### config.mk
export PLATFORM = sky130hd
export DESIGN_NAME = alu_arbiter
export DESIGN_NICKNAME = d
export VERILOG_FILES = /design/src/rtl/alu_arbiter.sv
export SDC_FILE = /design/constraint.sdc
export NUM_CORES = 1
export LEC_CHECK = 0
export BUFFER_PORTS_ARGS = -buffer_cell sky130_fd_sc_hd__buf_2
export CAP_MARGIN = 10
export CORE_UTILIZATION = 40
export DETAILED_ROUTE_END_ITERATION = 16
export HOLD_SLACK_MARGIN = 0.05
export PLACE_DENSITY = 0.76
export SLEW_MARGIN = 10
export SYNTH_ARGS = -nofsm -noshare
export SYNTH_HDL_FRONTEND = slang
export SYNTH_SLANG_ARGS = --single-unit
### constraint.sdc
create_clock -name clk -period 3.4 [get_ports clk]
set_input_delay 0.34 -clock clk [delete_from_list [all_inputs] [get_ports clk]]
set_output_delay 0.34 -clock clk [all_outputs]
set_load 0.05 [all_outputs]
### src/rtl/alu_arbiter.sv
// rtl/alu_arbiter.sv - two-requester arbiter sharing one ALU, one operation in flight
// Grants alternate on response completion; results are held until the owner takes them.
module alu_arbiter #(
    parameter int PRIO_RESET = 0,
    parameter int CNT_W      = 8
) (
    input  logic             clk,
    input  logic             rst,
    input  logic             req0_valid,
    output logic             req0_ready,
    input  logic [31:0]      req0_rs,
    input  logic [31:0]      req0_rt,
    input  logic [3:0]       req0_ctrl,
    input  logic             req1_valid,
    output logic             req1_ready,
    input  logic [31:0]      req1_rs,
    input  logic [31:0]      req1_rt,
    input  logic [3:0]       req1_ctrl,
    output logic [31:0]      alu_rs,
    output logic [31:0]      alu_rt,
    output logic [3:0]       alu_ctrl,
    input  logic [31:0]      alu_rd,
    input  logic             alu_overflow,
    output logic             rsp0_valid,
    input  logic             rsp0_ready,
    output logic             rsp1_valid,
    input  logic             rsp1_ready,
    output logic [31:0]      rsp_rd,
    output logic             rsp_overflow,
    output logic             busy,
    output logic [CNT_W-1:0] ovf_count
);

    typedef enum logic [1:0] {IDLE, EXEC, RESP} state_t;

    state_t      state, state_next;
    logic        prio;
    logic        owner;
    logic        grant_any;
    logic        grant_sel;
    logic        rsp_done;
    logic [31:0] op_rs, op_rt;
    logic [3:0]  op_ctrl;

    assign alu_rs   = op_rs;
    assign alu_rt   = op_rt;
    assign alu_ctrl = op_ctrl;

    // Readies are gated by rst so they stay low while reset is held, even with valids high.
    always_comb begin
        grant_any  = req0_valid | req1_valid;
        grant_sel  = (req0_valid && req1_valid) ? prio : req1_valid;
        req0_ready = 1'b0;
        req1_ready = 1'b0;
        rsp_done   = 1'b0;
        state_next = state;
        case (state)
            IDLE: begin
                if (grant_any && !rst) begin
                    req0_ready = ~grant_sel;
                    req1_ready = grant_sel;
                end
                if (grant_any) state_next = EXEC;
            end
            EXEC: state_next = RESP;
            RESP: begin
                rsp_done = owner ? rsp1_ready : rsp0_ready;
                if (rsp_done) state_next = IDLE;
            end
            default: state_next = IDLE;
        endcase
    end

    assign rsp0_valid = (state == RESP) && !owner;
    assign rsp1_valid = (state == RESP) && owner;
    assign busy       = (state != IDLE);

    always_ff @(posedge clk or posedge rst) begin
        if (rst) begin
            state        <= IDLE;
            prio         <= 1'(PRIO_RESET);
            owner        <= 1'b0;
            op_rs        <= '0;
            op_rt        <= '0;
            op_ctrl      <= '0;
            rsp_rd       <= '0;
            rsp_overflow <= 1'b0;
            ovf_count    <= '0;
        end else begin
            state <= state_next;
            if (state == IDLE && grant_any) begin
                owner   <= grant_sel;
                op_rs   <= grant_sel ? req1_rs   : req0_rs;
                op_rt   <= grant_sel ? req1_rt   : req0_rt;
                op_ctrl <= grant_sel ? req1_ctrl : req0_ctrl;
            end
            if (state == EXEC) begin
                rsp_rd       <= alu_rd;
                rsp_overflow <= alu_overflow;
            end
            if (rsp_done) begin
                prio <= ~owner;
                if (rsp_overflow && ovf_count != '1)
                    ovf_count <= ovf_count + CNT_W'(1);
            end
        end
    end

endmodule

==> flow_summary_export.csv <==
group,metric,value,unit
sta,clock.fmax,453,MHz
pwr,p_leak,3.61,nW
finish,final_util,0.572,
route,dr.pass1.iters,4,
critical_path,r2r_slack,1360,ps
clock_network,clkLatencyLatePin,400,ps
sta,relSlewSlack,0.333,
placed_design,placed_area,0.00674,mm²
finish,drive_gt1_frac,0.577,
critical_path,endpoint_kind,"primary output",
sta,whs,140,ps
critical_path,path_delay_family,"buffers and inverters",
floorplan,dieArea,0.0135,mm²
pwr,ir_drop,0.531,mV
finish,mostFrequentLayoutCells,"288 x buf_2, 113 x dfrtp_1, 72 x nor2_1",
synth,synth_fp_nets,602,
critical_path,cp_num_buf_inv,2,
placed_design,dpl.hpwl,9380,µm
finish,finalNetCount,886,
min_path,hold_class,"in2async",
critical_path,path_max_fanout,71,
synth,yosysWarnings,0,
clock_network,cts-root-buf,"clkbuf_16",
global_route,grt_util_all_layers,0.182,
sta,setup_viol,0,
synth,synth-seq-area-share,0.542,
route,viasPerCell,4.75,
clock_network,clkSlewWorstSetupHoldPaths,50,ps
critical_path,cp.arrival,1870,ps
route,drt_iter0_markers,146,
route,ant_nets,0,
floorplan,fp-row-count,41,
floorplan,die_w,116,µm
global_route,grt_max_degree,114,
critical_path,worstPathCellList,"o21ai_4 > buf_12 > and3_1 > buf_2",
route,route.vias.total,4230,
global_route,antenna_found_initial,0,
sta,skew,6.15,ps
flow_run,drv_cap,0,
synth,ys_top_cells_by_area,"dfrtp_1 54%, mux2i_1 13%, a21oi_2 8.6%, mux2_2 7.6%, nor2_1 5.2%",
route,wl_per_cell,14.2,µm
sta,layout_min_cycle_time,2210,ps
synth,yosys.area.top_type,"dfrtp_1",
synth,netlist_instances,426,
route,drt-total-wl,12600,µm
finish,mostFrequentLayoutCell,"buf_2",
finish,n_fill_cell,1107,
critical_path,slowest_delay,420,ps
clock_network,ctsResizeCount,0,
clock_network,hold_buffers,0,
sta,worst-slew-pin-transition,1000,ps
finish,area_delta_synth_final,38.7,%
route,post-route-drc-count,0,
synth,synth_cell_types,33,
sta,hold_viol,0,
placed_design,place.gp.congestion,0.767,
floorplan,design.portCount,289,
outcome,status,"completed",
clock_network,cts_buffer_depth,2,
synth,synth_area,0.00522,mm²
placed_design,portBuffers,288,
clock_network,h-tree-depth,4,
critical_path,critPathKind,"reg2out",
sta,fin_setup_tns,0,ps
finish,diodes,0,
clock_network,cts-buffers-inserted,17,
floorplan,core_area,0.0127,mm²
global_route,grt_pass1_vias,4043,
clock_network,cts_tree,"done",
critical_path,critPathLaunchType,"register",
sta,finalCritPeriodShare,0.650,
sta,timing_max_transition_violations_final,0,
floorplan,dieHeight,116,µm
pwr,powerDensity,1180,mW/mm²
sta,rsz0062_at_grt,"no",
critical_path,critPathRequiredTime,3060,ps
synth,post_synth.cell_area_avg,12.3,µm²
clock_network,cts_num_sinks,113,
floorplan,start_util,0.412,
synth,synth-seq-cells,113,
global_route,gr-total-overflow,0,
finish,design_area,0.00724,mm²
global_route,grt_pass1_wl,18600,µm
synth,synth_top_area_share,0.542,
clock_network,post_cts_buffers,0,
critical_path,critPathSlowestCell,"dfrtp_1",
## kinds of logic (layout without fill, tap and decap cells)
logic type,Yosys count,after routing,share of synthesized area
AO/OA/AOI/OAI,77,77,0.113
multiplexers,104,104,0.209
XOR/XNOR,5,5,0.00839
adder cells (fa/ha/maj),1,1,0.00240
flip-flops,113,113,0.542
buffers and inverters,31,323,0.0441
AND/OR/NAND/NOR,95,95,0.0817
## cells in the mapped netlist, drive strengths merged
cell and count:
a41oi 1, dfrtp 113, nor3 2, nor2 73
a21oi 69, clkbuf 3, o21ai 5, and2b 1
buf 25, and2 1, o2111a 1, nand3 3
nand4 2, nor4 1, nand2b 2, ha 1
mux2 36, or2 1, and4 1, and3 2
a211oi 1, xor2 4, inv 3, xnor2 1
mux2i 68, nand2 5, nor3b 1
## where the power goes
group / total [mW] / internal [mW] / leakage, nW / switching [mW]
clock: 1.51 / 0.957 / 0.251 / 0.555
combinational: 4.69 / 1.22 / 2.08 / 3.47
sequential: 2.36 / 2.00 / 1.28 / 0.359
total: 8.56 / 4.18 / 3.61 / 4.38
## sequential cells by signal, indices dropped and copies added (netlist names)
register,flops
alu_rt,32
rsp_overflow,1
ovf_count,8
alu_rs,32
state,2
rsp_rd,32
owner,1
alu_ctrl,4
prio,1
## worst min-delay path: stages
cell        delay (ps)
buf_2              120
clkinvlp_4          90
buf_12             450
## through the flow
step           setup WS (ps)  total power [mW]  instances
2_1_floorplan            474              6.13        426
3_3_place_gp            1490              6.99        863
3_5_place_dp            1400              7.11        863
4_1_cts                 1140              8.66        890
5_1_grt                 1080              9.02        890
6_report                1190              8.56        890
## layer usage
metal | global-route usage | wire length (µm) | up-vias
li1 | - | - | 2048
met1 | 0.190 | 4930 | 1968
met2 | 0.327 | 6580 | 191
met3 | 0.0576 | 866 | 23
met4 | 0.0949 | 222 | 0
met5 | 0 | 0 | -
## layout make-up
class                           count  area [µm²]  area share
Tap cell                          172         215      0.0297
Sequential cell                   113        2830       0.390
Multi-Input combinational cell    282        2170       0.300
Inverter                            3        15.0     0.00207
Timing Repair Buffer              293        1500       0.208
Clock inverter                      7        40.0     0.00553
Clock buffer                       20         467      0.0644
## final timing paths
path,depth (start not counted),start,endpoint
worst min register to register,1,rsp_rd[20],rsp_rd[20]
worst max register to register,5,state[1],alu_rs[1]
worst min-delay path,3,rst,alu_rt[9]
worst max-delay path,4,prio,req0_ready
min in group clk,2,alu_rd[26],rsp_rd[26]
max in group asynchronous,3,rst,alu_rs[11]
Note: power is estimated with default switching activity, not from simulation.
